### config.mk
export PLATFORM = sky130hd
export DESIGN_NAME = id_ex_stage
export DESIGN_NICKNAME = d
export VERILOG_FILES = /design/src/rtl/id_ex_stage.sv
export SDC_FILE = /design/constraint.sdc
export NUM_CORES = 1
export LEC_CHECK = 0
export CORE_ASPECT_RATIO = 0.75
export CORE_MARGIN = 4
export CORE_UTILIZATION = 32
export CTS_BUF_LIST = sky130_fd_sc_hd__clkbuf_8
export CTS_CLUSTER_SIZE = 20
export DETAILED_ROUTE_END_ITERATION = 8
export GPL_TIMING_DRIVEN = 0
export PLACE_DENSITY = 0.75
export SLEW_MARGIN = 0
export SYNTH_ARGS = -nofsm -noshare
export SYNTH_HDL_FRONTEND = slang
export SYNTH_SLANG_ARGS = --single-unit
### constraint.sdc
create_clock -name clk -period 8.9 [get_ports clk]
set_input_delay 2.67 -clock clk [delete_from_list [all_inputs] [get_ports clk]]
set_output_delay 2.67 -clock clk [all_outputs]
set_load 0.05 [all_outputs]
### src/rtl/id_ex_stage.sv
// ID/EX pipeline register with load-use hazard detection, branch squash and
// saturating stall/flush event counters.
module id_ex_stage #(
  parameter int WIDTH = 32,
  parameter int RADDR = 5,
  parameter int CNTW  = 16
) (
  input  logic             clk,
  input  logic             rst_n,
  input  logic             id_valid,
  input  logic [WIDTH-1:0] id_rd1,
  input  logic [WIDTH-1:0] id_rd2,
  input  logic [WIDTH-1:0] id_imm,
  input  logic [RADDR-1:0] id_rs,
  input  logic [RADDR-1:0] id_rt,
  input  logic [RADDR-1:0] id_rd,
  input  logic             id_uses_rt,
  input  logic             id_alu_src,
  input  logic             id_reg_dst,
  input  logic             id_reg_write,
  input  logic             id_mem_read,
  input  logic             id_mem_write,
  input  logic             id_mem_to_reg,
  input  logic [3:0]       id_alu_op,
  input  logic             flush,
  output logic             ex_valid,
  output logic [WIDTH-1:0] ex_rd1,
  output logic [WIDTH-1:0] ex_rd2,
  output logic [WIDTH-1:0] ex_imm,
  output logic [RADDR-1:0] ex_rs,
  output logic [RADDR-1:0] ex_rt,
  output logic [RADDR-1:0] ex_wreg,
  output logic             ex_alu_src,
  output logic             ex_reg_write,
  output logic             ex_mem_read,
  output logic             ex_mem_write,
  output logic             ex_mem_to_reg,
  output logic [3:0]       ex_alu_op,
  output logic             stall,
  output logic [CNTW-1:0]  stall_cnt,
  output logic [CNTW-1:0]  flush_cnt
);

  typedef struct packed {
    logic             valid;
    logic [WIDTH-1:0] rd1;
    logic [WIDTH-1:0] rd2;
    logic [WIDTH-1:0] imm;
    logic [RADDR-1:0] rs;
    logic [RADDR-1:0] rt;
    logic [RADDR-1:0] wreg;
    logic             alu_src;
    logic             reg_write;
    logic             mem_read;
    logic             mem_write;
    logic             mem_to_reg;
    logic [3:0]       alu_op;
  } ex_t;

  ex_t              ex_reg;
  ex_t              ex_next;
  logic [RADDR-1:0] wreg_next;
  logic             hz;
  logic [1:0]       cnt_evt;
  logic [CNTW-1:0]  cnt_reg [2];

  always_comb begin
    wreg_next = id_reg_dst ? id_rd : id_rt;
    hz = id_valid && ex_reg.valid && ex_reg.mem_read && (ex_reg.wreg != '0) &&
         ((ex_reg.wreg == id_rs) || (id_uses_rt && (ex_reg.wreg == id_rt)));
  end

  // A flush discards the dependent instruction, so it never needs to wait.
  assign stall = hz & ~flush;

  // Any bubble (flush, hazard, empty ID) is an all-zero NOP.
  always_comb begin
    ex_next = '0;
    if (!(flush || hz || !id_valid)) begin
      ex_next.valid      = 1'b1;
      ex_next.rd1        = id_rd1;
      ex_next.rd2        = id_rd2;
      ex_next.imm        = id_imm;
      ex_next.rs         = id_rs;
      ex_next.rt         = id_rt;
      ex_next.wreg       = wreg_next;
      ex_next.alu_src    = id_alu_src;
      ex_next.reg_write  = id_reg_write && (wreg_next != '0);
      ex_next.mem_read   = id_mem_read;
      ex_next.mem_write  = id_mem_write;
      ex_next.mem_to_reg = id_mem_to_reg;
      ex_next.alu_op     = id_alu_op;
    end
  end

  always_ff @(posedge clk) begin
    if (!rst_n) ex_reg <= '0;
    else        ex_reg <= ex_next;
  end

  // Index 0 counts stalls, index 1 counts squashed real instructions.
  assign cnt_evt = {flush & id_valid, stall};

  always_ff @(posedge clk) begin
    for (int i = 0; i < 2; i++) begin
      if (!rst_n)
        cnt_reg[i] <= '0;
      else if (cnt_evt[i] && (cnt_reg[i] != '1))
        cnt_reg[i] <= cnt_reg[i] + CNTW'(1);
    end
  end

  assign ex_valid      = ex_reg.valid;
  assign ex_rd1        = ex_reg.rd1;
  assign ex_rd2        = ex_reg.rd2;
  assign ex_imm        = ex_reg.imm;
  assign ex_rs         = ex_reg.rs;
  assign ex_rt         = ex_reg.rt;
  assign ex_wreg       = ex_reg.wreg;
  assign ex_alu_src    = ex_reg.alu_src;
  assign ex_reg_write  = ex_reg.reg_write;
  assign ex_mem_read   = ex_reg.mem_read;
  assign ex_mem_write  = ex_reg.mem_write;
  assign ex_mem_to_reg = ex_reg.mem_to_reg;
  assign ex_alu_op     = ex_reg.alu_op;
  assign stall_cnt     = cnt_reg[0];
  assign flush_cnt     = cnt_reg[1];

endmodule

* After elaboration in Yosys (flattened, before gate mapping)
Memories as Yosys holds them, arrays and structs flattened.
Cells that the tools add are included.
** Word-level totals
- Memories kept :: 1
- Input port bits :: 126
- Bits in registers :: 121
- Output and inout bits :: 154
- Bits in writable memories :: 32
** Memory list
- cnt_reg :: depth 2, width 16, rd ports 2, clocked after Yosys merged registers in 0, wr ports 2, RTL line 65 : logic [CNTW-1:0] cnt_reg [2];
** Operators by class
- Reduce and logical (&&, ||, !) cells :: 15
- Bitwise operators :: 6
- Eq/ne operators :: 4
- Add/subtract/negate cells :: 2
- Muxes and demuxes :: 11
** Operators by type and width (count)
- $mux 121 :: 1
- $add 16x1->16 const B :: 2
- $mux 16 :: 2
- $ne 16x16->1 const B :: 2
- $eq 5x5->1 :: 2
- $reduce_bool 5->1 :: 2
- $logic_and 1x1->1 :: 8
- $mux 1 :: 7
- $mux 5 :: 1
- $logic_or 1x1->1 :: 3
- $and 1x1->1 :: 2
- $not 1->1 :: 2
- $or 1x1->1 :: 2
- $reduce_or 2->1 :: 1
- $logic_not 1->1 :: 1

* Logic depth before layout (Yosys ltp)
Gate-level depths: netlist (run 1).
- Depth after elaboration :: 10
- Gate-level depth with buffers :: 6
- Gate-level depth less buffers :: 5

* Worst setup path before layout (run 1)
Ideal clock, no wire load.
- Path kind :: input to output
- Start point :: input id_rt[1]
- End point :: output stall
- Stages on the path :: 6
- Arrival time :: 4.563 ns
- Path slack :: 1.667 ns
- Path through :: xnor2_1 nand4_1 o22a_1 buf_2 buf_2 nor3_1
** Between the ends
- Word-level cells in the longest chain between the ends :: 5
** RTL lines
- start, declared :: RTL line 15 : input logic [RADDR-1:0] id_rt,
- $eq 5x5->1 :: RTL line 70 : ((ex_reg.wreg == id_rs) || (id_uses_rt && (ex_reg.wreg == id_rt)));
- $logic_and 1x1->1 :: RTL line 70
- $logic_or 1x1->1 :: RTL line 70
- $logic_and 1x1->1 :: RTL line 69 : hz = id_valid && ex_reg.valid && ex_reg.mem_read && (ex_reg.wreg != '0) &&
- $and 1x1->1 :: RTL line 74 : assign stall = hz & ~flush;
- end, declared :: RTL line 39 : output logic stall,
No other way between the ends.

* Final worst setup path (run 1)
- Start point :: input id_rs[4]
- End point :: output stall
** Between the ends
- Word-level cells in the longest chain between the ends :: 4
** RTL lines
- start, declared :: RTL line 14 : input logic [RADDR-1:0] id_rs,
- $eq 5x5->1 :: RTL line 70
- $logic_or 1x1->1 :: RTL line 70
- $logic_and 1x1->1 :: RTL line 69
- $and 1x1->1 :: RTL line 74
No other way between the ends.

==> results of run 1 <==
-- cell families after synthesis --
logic type      after synthesis  synth area share, %
compound gates              129                 16.1
xor+xnor                     38                 5.56
fa+ha+maj                     2                0.418
buf+inv                     163                 10.7
flops                       153                 56.5
mux                           5                0.836
simple gates                100                 9.83
-- final timing paths --
kind	from	end	slack (ns)	cells past startpoint
worst min register to register	cnt_reg[1][10]	cnt_reg[1][10]	0.68	2
worst max register to register	ex_wreg[4]	cnt_reg[0][7]	6.28	6
worst min-delay path	cnt_reg[1][10]	cnt_reg[1][10]	0.68	2
worst max-delay path	id_rs[4]	stall	0.93	8
-- worst min-delay path, cell delays in order (launching register included) --
cell	delay (ns)
sky130_fd_sc_hd__edfxtp_1	0.41
sky130_fd_sc_hd__xnor2_1	0.09
sky130_fd_sc_hd__nor2_1	0.08
-- power by group through the flow --
stage	Combinational, mW	Clock, mW	Sequential [mW]
2_1_floorplan	0.0499	0	0.835
3_3_place_gp	0.240	0	0.761
3_5_place_dp	0.244	0	0.761
4_1_cts	0.245	0.529	0.745
5_1_grt	0.257	0.559	0.748
6_report	0.243	0.516	0.745
-- metrics by stage --
| step | instances | util (%) | instance area (sq um) | hold WS [ns] |
|---|---|---|---|---|
| 2_1_floorplan | 590 | - | 5980 | 0.901 |
| 3_3_place_gp | 1115 | 49.3 | 9080 | 0.647 |
| 3_5_place_dp | 1117 | 49.5 | 9100 | 0.657 |
| 4_1_cts | 1149 | 51.5 | 9480 | 0.678 |
| 5_1_grt | 1150 | 51.5 | 9480 | 0.708 |
| 6_report | 1150 | 51.5 | 9480 | 0.680 |
-- metal layers --
metal  global-route usage [%]  wire length [um]  vias to the layer above
li1                         -                 -                     2624
met3                     8.38              2070                       28
met5                        0                 0                        -
met4                     6.40               398                        0
met1                     21.3              7890                     2477
met2                     30.1              9160                      225
-- cells in the final DEF, fill, tap and decap left out, types with 13 or more instances in the layout --
cell type,instances
sky130_fd_sc_hd__edfxtp_1,32
sky130_fd_sc_hd__xnor2_1,34
sky130_fd_sc_hd__clkdlybuf4s50_1,278
sky130_fd_sc_hd__nor2_1,21
sky130_fd_sc_hd__dfxtp_1,121
sky130_fd_sc_hd__buf_2,13
sky130_fd_sc_hd__inv_1,120
sky130_fd_sc_hd__clkbuf_1,24
sky130_fd_sc_hd__clkbuf_8,17
sky130_fd_sc_hd__nand3_1,14
sky130_fd_sc_hd__a211oi_1,119
-- final cells by class --
class | instances | share of cell area [%]
sequential | 153 | 35.7
timing repair buffer | 280 | 29.6
multi-input combinational | 274 | 20.7
inverter | 119 | 4.71
tap | 247 | 3.26
clock buffer | 17 | 2.47
buffer | 44 | 2.07
clock inverter | 15 | 1.48
antenna | 1 | 0.0264
==> results.txt, run 1 <==
----------------------------------------------------
[Setup path]
  Kind of critical path ... in2out
  Data arrival at the endpoint of the critical path ... 5.30 ns
  Startpoint class of the critical path ... input pin
  Top cell family by delay on the critical path ... buffers and inverters
  Largest stage delay, worst path ... 0.85 ns
  Cell with the largest stage delay on the worst path ... sky130_fd_sc_hd__clkdlybuf4s50_1
  WP data required ... 6.23 ns
  Critical path peak fanout ... 10
  Setup crit end kind ... primary output
  Cells along the critical path ... clkdlybuf4s50_1 > xnor2_1 > nand3_1 > o22a_1 > buf_2 > buf_2 > nor3_1 > clkdlybuf4s50_1
  Buffering stage count on the worst path with inverters included ... 4

[Finish]
  Layout area overhead ... 58.4%
  Fill count ... 1676
  Register area ... 0.00338 sq mm
  Share of cells above drive strength 1 ... 6.98%
  Area of combinational cells with multiple inputs ... 0.00197 sq mm
  Number of nets in the final layout ... 1017

[Power and ir drop]
  Fraction of power spent switching nets ... 29.5%
  Power share of the combinational group ... 16.2%
  Internal power of the cells ... 1.06 mW
  NetSw ... 0.443 mW
  Clock network power share ... 34.3%
  Worst VDD drop ... 122 uV
  LEAKAGE ... 3.57 nW
  Relative contribution of sequential cells to total power ... 49.5%
  Overall power of the completed layout ... 1.50 mW
  Ratio of total power to cell area ... 159 mW/mm^2

[Synthesis]
  Net count of the mapped netlist ... 718
  Most common library cells after synthesis ... sky130_fd_sc_hd__dfxtp_1, sky130_fd_sc_hd__a211oi_1, sky130_fd_sc_hd__inv_1
  Largest cells by area after synthesis ... sky130_fd_sc_hd__dfxtp_1, sky130_fd_sc_hd__edfxtp_1, sky130_fd_sc_hd__a211oi_1
  Number of flops mapped to enable cells by yosys ... 32
  Cell area after synthesis ... 0.00598 sq mm
  Synth area leader ... sky130_fd_sc_hd__dfxtp_1
  Post-Synthesis Cells ... 590
  Total number of yosys warnings ... 0
  Post-synthesis sequential area ratio ... 56.5%
  Share of flip-flops with an asynchronous set or reset ... 0%
  Dominant cell by count in the synthesized netlist ... sky130_fd_sc_hd__dfxtp_1
  Post-synthesis average cell area ... 10.1 sq um
  Flip-flop cell with the highest count after synthesis ... sky130_fd_sc_hd__dfxtp_1
  Flop and latch count out of synthesis ... 153
  Top-area cell type share of the netlist area ... 40.5%
  Synth cell types ... 35

[CTS]
  Total clock buffers created by CTS ... 17
  Post-cts repair resize count ... 0
  TritonCTS clock tree ... yes
  Clk sink count ... 153
  CTS H-tree depth ... 4
  Number of hold-repair buffers added at the cts stage ... 0
  Latest clock arrival within the worst-skew pair ... 0.45 ns
  Clock-pin slew on the worst setup and hold paths ... 0.09 ns
  Root Buffer Master ... sky130_fd_sc_hd__clkbuf_8
  Number of buffers on the longest clock path ... 2
  Number of setup buffers added after CTS ... 0

[Place]
  HPWL after DPL ... 15.0 mm
  Worst slack at placement ... 0.964 ns
  Routability Congestion ... 0.842
  Number of buffers added on ports ... 278

[Global route]
  Pin count of the biggest net entering global routing ... 17
  Global-route congestion overflow total ... 0
  Wire length of the first global-routing pass ... 30.0 mm
  Number of global-route vias before repair ... 5471
  Number of antenna violations at the first check in global routing ... 1
  Total Routing Usage GR ... 18.3%

[Min path]
  Class of the tightest hold or removal check ... reg2reg

[Route]
  First-iteration detailed-routing DRC count ... 324
  Length of the first detailed-routing pass in iterations ... 5
  Via density per instance ... 4.66
  Wirelength, routed ... 19.5 mm
  Number of design rule violations left after detail routing ... 0
  Vias ... 5354
  DR WL/cell ... 17.0 um
  Antenna-violating nets left ... 0

[STA]
  Post-route worst setup slack ... 0.933 ns
  Clock period minus worst slack ... 7.97 ns
  Final count of pins violating max slew ... 0
  Portion of the clock cycle consumed by the worst path in the final layout ... 89.5%
  Top achievable clock speed ... 126 MHz
  Measured slew at the worst slew-check pin ... 0.959 ns
  Number of failing setup endpoints in the final timing report ... 0
  RSZ-0062 raised after global routing ... no
  Skew final ... 0.0167 ns
  Max_slew headroom ... 35.4%
  Sum of negative setup slack ... 0 ns
  Final hold violation count ... 0

[Floorplanning]
  Floorplan row count ... 43
  Starting density of the core ... 32.5%
  Horizontal die dimension ... 166 um
  Overall die height ... 126 um
  Overall die area ... 0.0210 sq mm
  Number of I/O pins ... 280
  Core area ... 0.0184 sq mm

[Flow run]
  Max-cap viol count ... 0

[Status]
  Run status ... finished clean

----------------------------------------------------
Power figures use the tool's default switching activity.
==> inputs of run 2 (changes only) <==
Settings changed: CORE_UTILIZATION 32 to 23, PLACE_DENSITY 0.75 to 0.6.
==> run 2 against run 1 <==
Sequential power barely moved. First-iteration DRC count decreased by 53%. Die area grew 37%. Power up 1.7%. Design area grew 1.4%. Clock skew is 0.0022 ns lower. Sequential cell count is the same. Clock power increased by 4.8%. Core utilization fell by 14 points.
==> results.txt, run 2 (same netlist as run 1, synthesis figures left out) <==
----------------------------------------------------
[Setup path]
  Worst reg2reg endpoint ... cnt_reg[0][10]
  Startpoint class of the critical path ... input pin
  Data arrival at the endpoint of the critical path ... 5.25 ns (-0.05 ns)
  Kind of critical path ... in2out
  Setup crit end kind ... primary output
  Worst Reg2Reg Path Length in Cells ... 6 (unchanged)
  Critical path peak fanout ... 10 (unchanged)
  Worst-case register-to-register setup slack ... 6.56 ns (+0.28 ns)
  WP data required ... 6.23 ns (about the same)
  FF-to-FF Start ... ex_wreg[3]

[Global route]
  Pin count of the biggest net entering global routing ... 17 (unchanged)
  Total Routing Usage GR ... 14.1% (-4.1 points)
  Global-route congestion overflow total ... 0 (unchanged)
  Number of antenna violations at the first check in global routing ... 1 (unchanged)
  Number of global-route vias before repair ... 5380 (-1.7%)
  Wire length of the first global-routing pass ... 31.1 mm (+3.7%)

[STA]
  Max_slew headroom ... 41.3% (+5.9 points)
  Sum of negative setup slack ... 0 ns (unchanged)
  RSZ-0062 raised after global routing ... no
  Final count of pins violating max slew ... 0 (unchanged)
  Top achievable clock speed ... 126 MHz (+0.65%)
  Measured slew at the worst slew-check pin ... 0.870 ns (-0.0889 ns)
  Portion of the clock cycle consumed by the worst path in the final layout ... 88.9% (-0.58 points)
  Skew final ... 0.0145 ns (-0.00219 ns)
  Clock period minus worst slack ... 7.92 ns (-0.0513 ns)
  Number of failing setup endpoints in the final timing report ... 0 (unchanged)
  Post-route worst setup slack ... 0.985 ns (+0.0513 ns)
  Final hold violation count ... 0 (unchanged)

[Finish]
  Area of all placed cells without fillers ... 0.00961 sq mm (+1.4%)
  Number of nets in the final layout ... 1017 (unchanged)
  Register area ... 0.00338 sq mm (unchanged)
  Most common cell after layout, fill and taps aside ... sky130_fd_sc_hd__clkdlybuf4s50_1
  Diodes inserted ... 0 (-1)
  Layout area overhead ... 60.5%
  Commonest cells after routing, fill and taps aside ... sky130_fd_sc_hd__clkdlybuf4s50_1, sky130_fd_sc_hd__dfxtp_1, sky130_fd_sc_hd__inv_1, sky130_fd_sc_hd__a211oi_1, sky130_fd_sc_hd__xnor2_1
  Area of combinational cells with multiple inputs ... 0.00197 sq mm (+0.19%)
  Fill count ... 2593 (+55%)
  Share of cells above drive strength 1 ... 7.10% (+0.12 points)

[Route]
  DR WL/cell ... 16.7 um (-1.7%)
  Via density per instance ... 4.28 (-8.2%)
  Length of the first detailed-routing pass in iterations ... 4 (-1)
  Wirelength, routed ... 20.7 mm (+5.9%)
  First-iteration detailed-routing DRC count ... 152 (-53%)
  Number of design rule violations left after detail routing ... 0 (unchanged)
  Antenna-violating nets left ... 0 (unchanged)
  Vias ... 5298 (-1.0%)

[Floorplanning]
  Horizontal die dimension ... 194 um (+17%)
  Starting density of the core ... 23.7% (-8.8 points)
  Overall die area ... 0.0287 sq mm (+37%)
  Core area ... 0.0253 sq mm (+37%)
  Number of I/O pins ... 280 (unchanged)
  Floorplan row count ... 50 (+16%)
  Overall die height ... 148 um (+17%)

[CTS]
  Clk sink count ... 153 (unchanged)
  CTS H-tree depth ... 4 (unchanged)
  Number of setup buffers added after CTS ... 0 (unchanged)
  Number of buffers on the longest clock path ... 2 (unchanged)
  TritonCTS clock tree ... yes
  Total clock buffers created by CTS ... 17 (unchanged)
  Root Buffer Master ... sky130_fd_sc_hd__clkbuf_8
  Latest clock arrival within the worst-skew pair ... 0.45 ns (about the same)
  Number of hold-repair buffers added at the cts stage ... 0 (unchanged)
  Post-cts repair resize count ... 0 (unchanged)
  Clock-pin slew on the worst setup and hold paths ... 0.09 ns (about the same)

[Min path]
  Class of the tightest hold or removal check ... reg2reg
  Hold depth ... 1 (-1)
  Sink of the worst hold path ... cnt_reg[0][0]
  Startpoint of the worst hold path ... cnt_reg[0][0]

[Place]
  HPWL after DPL ... 15.8 mm (+5.2%)
  Dpl cell area ... 0.00922 sq mm (+1.3%)
  Worst slack at placement ... 0.986 ns (+0.0217 ns)
  Number of buffers added on ports ... 278 (unchanged)
  Routability Congestion ... 0.771 (-8.3%)

[Power and ir drop]
  Ratio of total power to cell area ... 159 mW/mm^2 (+0.35%)
  Worst VDD drop ... 88.9 uV (-27%)
  LEAKAGE ... 3.59 nW (+0.34%)

[Flow run]
  Max-cap viol count ... 0 (unchanged)

[Status]
  Run status ... finished clean

----------------------------------------------------
## run 2: worst max path at each step
stage,slack [ns],start,endpoint,depth (start not counted)
after detailed placement,0.99,id_rt[2],stall,8
after global placement,1.0,id_rt[2],stall,8
final,0.98,id_rt[2],stall,8
after CTS,0.98,id_rt[2],stall,8
after global routing,0.91,id_rt[2],stall,8
after floorplan,1.67,id_rt[1],stall,6
## run 2: through the flow
step	hold WS, ns	std cells	utilization (%)	power, mW
final	0.670	1239	38.0	1.53
after global routing	0.686	1239	38.0	1.60
after CTS	0.668	1239	38.0	1.56
after detailed placement	0.653	1208	36.5	1.01
after global placement	0.642	1206	36.4	1.00
after floorplan	0.901	590	-	0.885
## run 2: final cells by class
class / instances / area share, %
Sequential cell: 153 / 35.2
Timing Repair Buffer: 280 / 29.1
Multi-Input combinational cell: 274 / 20.5
Inverter: 119 / 4.65
Tap cell: 338 / 4.40
Clock buffer: 18 / 2.58
Buffer: 44 / 2.04
Clock inverter: 13 / 1.50
## run 2: power breakdown
part | total (mW) | leakage, nW | switching, mW | internal (mW)
Sequential | 0.745 | 1.32 | 0.0158 | 0.729
Clock | 0.541 | 0.200 | 0.283 | 0.258
Combinational | 0.243 | 2.07 | 0.138 | 0.105
Total | 1.53 | 3.59 | 0.437 | 1.09
## run 2: metal layers
metal	routed length, um	global-route usage [%]	vias up
met5	13	0	-
met4	235	3.62	2
met3	2390	7.25	16
met2	9170	22.3	211
met1	8860	17.2	2450
li1	-	-	2619
## run 2: critical path: stages
cell,delay (ns)
sky130_fd_sc_hd__clkdlybuf4s50_1,0.57
sky130_fd_sc_hd__xnor2_1,0.14
sky130_fd_sc_hd__nand4_1,0.13
sky130_fd_sc_hd__o22a_1,0.22
sky130_fd_sc_hd__buf_2,0.19
sky130_fd_sc_hd__buf_2,0.24
sky130_fd_sc_hd__nor3_1,0.20
sky130_fd_sc_hd__clkdlybuf4s50_1,0.86
==> inputs of run 3 (changes only) <==
Settings changed: CORE_UTILIZATION 23 to 45, GPL_ROUTABILITY_DRIVEN from default to 1, PLACE_DENSITY 0.6 to 0.95.
==> run 3 against run 2 <==
Power up 3.3%. Combinational power about the same. Global-route usage up 11 points. Register-to-register slack worse by 0.26 ns. Critical path type unchanged. Largest power group unchanged.
==> results.txt, run 3 (same netlist as run 1, synthesis figures left out) <==
----------------------------------------------------
[Floorplanning]
  Number of I/O pins ... 280 (unchanged)
  Overall die height ... 108 um (-27%)
  Starting density of the core ... 46.0% (+22 points)
  Floorplan row count ... 36 (-28%)
  Horizontal die dimension ... 141 um (-27%)
  Overall die area ... 0.0152 sq mm (-47%)
  Core area ... 0.0130 sq mm (-48%)

[Finish]
  Most common cell after layout, fill and taps aside ... sky130_fd_sc_hd__clkdlybuf4s50_1
  Area of all placed cells without fillers ... 0.00946 sq mm (-1.6%)
  Diodes inserted ... 0 (unchanged)
  Area of combinational cells with multiple inputs ... 0.00197 sq mm (-0.19%)
  Share of cells above drive strength 1 ... 6.65% (-0.45 points)
  Number of non-filler instances in the completed layout ... 1073 (-13%)
  Register area ... 0.00338 sq mm (unchanged)
  Commonest cells after routing, fill and taps aside ... sky130_fd_sc_hd__clkdlybuf4s50_1, sky130_fd_sc_hd__inv_1, sky130_fd_sc_hd__dfxtp_1
  Fill count ... 900 (-65%)
  Number of nets in the final layout ... 1017 (unchanged)
  Layout area overhead ... 58.0%
  Finished Core Util ... 72.6% (+35 points)

[CTS]
  Number of hold-repair buffers added at the cts stage ... 0 (unchanged)
  Total clock buffers created by CTS ... 17 (unchanged)
  Clock-pin slew on the worst setup and hold paths ... 0.09 ns (about the same)
  Number of setup buffers added after CTS ... 0 (unchanged)
  Latest clock arrival within the worst-skew pair ... 0.43 ns (-0.02 ns)
  TritonCTS clock tree ... yes
  Clk sink count ... 153 (unchanged)
  CTS H-tree depth ... 4 (unchanged)
  Number of buffers on the longest clock path ... 2 (unchanged)
  Post-cts repair resize count ... 0 (unchanged)
  Root Buffer Master ... sky130_fd_sc_hd__clkbuf_8

[Route]
  DR WL/cell ... 17.8 um (+6.8%)
  Wirelength, routed ... 19.1 mm (-7.5%)
  First-iteration detailed-routing DRC count ... 307 (+100%)
  Antenna-violating nets left ... 0 (unchanged)
  Length of the first detailed-routing pass in iterations ... 5 (+1)
  Number of design rule violations left after detail routing ... 0 (unchanged)
  Via density per instance ... 5.08 (+19%)
  Vias ... 5453 (+2.9%)

[Setup path]
  Setup crit end kind ... primary output
  WP data required ... 6.23 ns (about the same)
  Kind of critical path ... in2out
  Data arrival at the endpoint of the critical path ... 5.21 ns (-0.04 ns)
  Startpoint class of the critical path ... input pin
  Critical path peak fanout ... 10 (unchanged)

[Place]
  Routability Congestion ... 0.894 (+16%)
  Worst slack at placement ... 1.03 ns (+0.0440 ns)
  Placed Instances ... 1041 (-14%)
  HPWL after DPL ... 14.8 mm (-6.3%)
  Dpl cell area ... 0.00901 sq mm (-2.2%)
  Number of buffers added on ports ... 278 (unchanged)

[Power and ir drop]
  LEAKAGE ... 3.62 nW (+1.0%)
  Ratio of total power to cell area ... 167 mW/mm^2 (+5.0%)
  Overall power of the completed layout ... 1.58 mW (+3.3%)
  Worst VDD drop ... 155 uV (+75%)

[Global route]
  Number of global-route vias before repair ... 5592 (+3.9%)
  Wire length of the first global-routing pass ... 29.2 mm (-6.2%)
  Pin count of the biggest net entering global routing ... 17 (unchanged)
  Total Routing Usage GR ... 24.9% (+11 points)
  Global-route congestion overflow total ... 0 (unchanged)
  Number of antenna violations at the first check in global routing ... 0 (-1)

[STA]
  Hold Worst Slack ... 0.679 ns (+0.00892 ns)
  Skew final ... 0.0172 ns (+0.00270 ns)
  Final hold violation count ... 0 (unchanged)
  Post-route worst setup slack ... 1.02 ns (+0.0377 ns)
  RSZ-0062 raised after global routing ... no
  Measured slew at the worst slew-check pin ... 0.987 ns (+0.117 ns)
  Final count of pins violating max slew ... 0 (unchanged)
  Number of failing setup endpoints in the final timing report ... 0 (unchanged)
  Clock period minus worst slack ... 7.88 ns (-0.0377 ns)
  Portion of the clock cycle consumed by the worst path in the final layout ... 88.5% (-0.42 points)
  Sum of negative setup slack ... 0 ns (unchanged)
  Max_slew headroom ... 33.5% (-7.8 points)
  Top achievable clock speed ... 127 MHz (+0.48%)

[Min path]
  Class of the tightest hold or removal check ... reg2reg

[Flow run]
  Max-cap viol count ... 0 (unchanged)

[Status]
  Run status ... finished clean

----------------------------------------------------
[run 3: cell types whose count changed in the layout (fill, tap and decap cells not counted)]
cell,change
sky130_fd_sc_hd__buf_6,+2
sky130_fd_sc_hd__buf_4,-2
sky130_fd_sc_hd__clkinv_2,-2
sky130_fd_sc_hd__bufinv_16,+3
sky130_fd_sc_hd__o21ai_1,+1
sky130_fd_sc_hd__inv_4,+1
sky130_fd_sc_hd__inv_1,+4
sky130_fd_sc_hd__inv_6,-2
sky130_fd_sc_hd__clkbuf_8,-1
sky130_fd_sc_hd__clkinv_4,-2
sky130_fd_sc_hd__o21ai_2,-1
[run 3: area by class of cell]
type	count	area share, %
Clock buffer	17	2.47
Timing Repair Buffer	280	29.7
Inverter	119	4.72
Tap cell	171	2.26
Buffer	44	2.08
Multi-Input combinational cell	274	20.8
Clock inverter	15	2.22
Sequential cell	153	35.8
[run 3: path summary, 6_finish.rpt]
path / start / end / slack (ns) / cells past startpoint
worst min-delay path: cnt_reg[1][0] / cnt_reg[1][0] / 0.68 / 1
worst max register to register: ex_wreg[4] / cnt_reg[0][5] / 6.30 / 6
worst max-delay path: id_rt[2] / stall / 1.02 / 8
worst min register to register: cnt_reg[1][0] / cnt_reg[1][0] / 0.68 / 1
[run 3: routing by layer]
metal  track usage, %  share of wire, %  vias to the layer above
li1                 -                 -                     2625
met4             8.23               1.9                        0
met5                0                 0                        -
met1             26.9                35                     2524
met2             44.1                51                      266
met3             10.4                12                       38
[run 3: power by group]
group / switching [mW] / internal [mW] / total [mW]
combinational: 0.138 / 0.105 / 0.244
sequential: 0.0162 / 0.729 / 0.745
clock: 0.260 / 0.332 / 0.592
total: 0.414 / 1.17 / 1.58
[run 3: critical path: stages]
cell and delay (ns):
sky130_fd_sc_hd__clkdlybuf4s50_1 0.53, sky130_fd_sc_hd__xnor2_1 0.14, sky130_fd_sc_hd__nand4_1 0.14, sky130_fd_sc_hd__o22a_1 0.21, sky130_fd_sc_hd__buf_2 0.20, sky130_fd_sc_hd__buf_2 0.24, sky130_fd_sc_hd__nor3_1 0.23, sky130_fd_sc_hd__clkdlybuf4s50_1 0.84
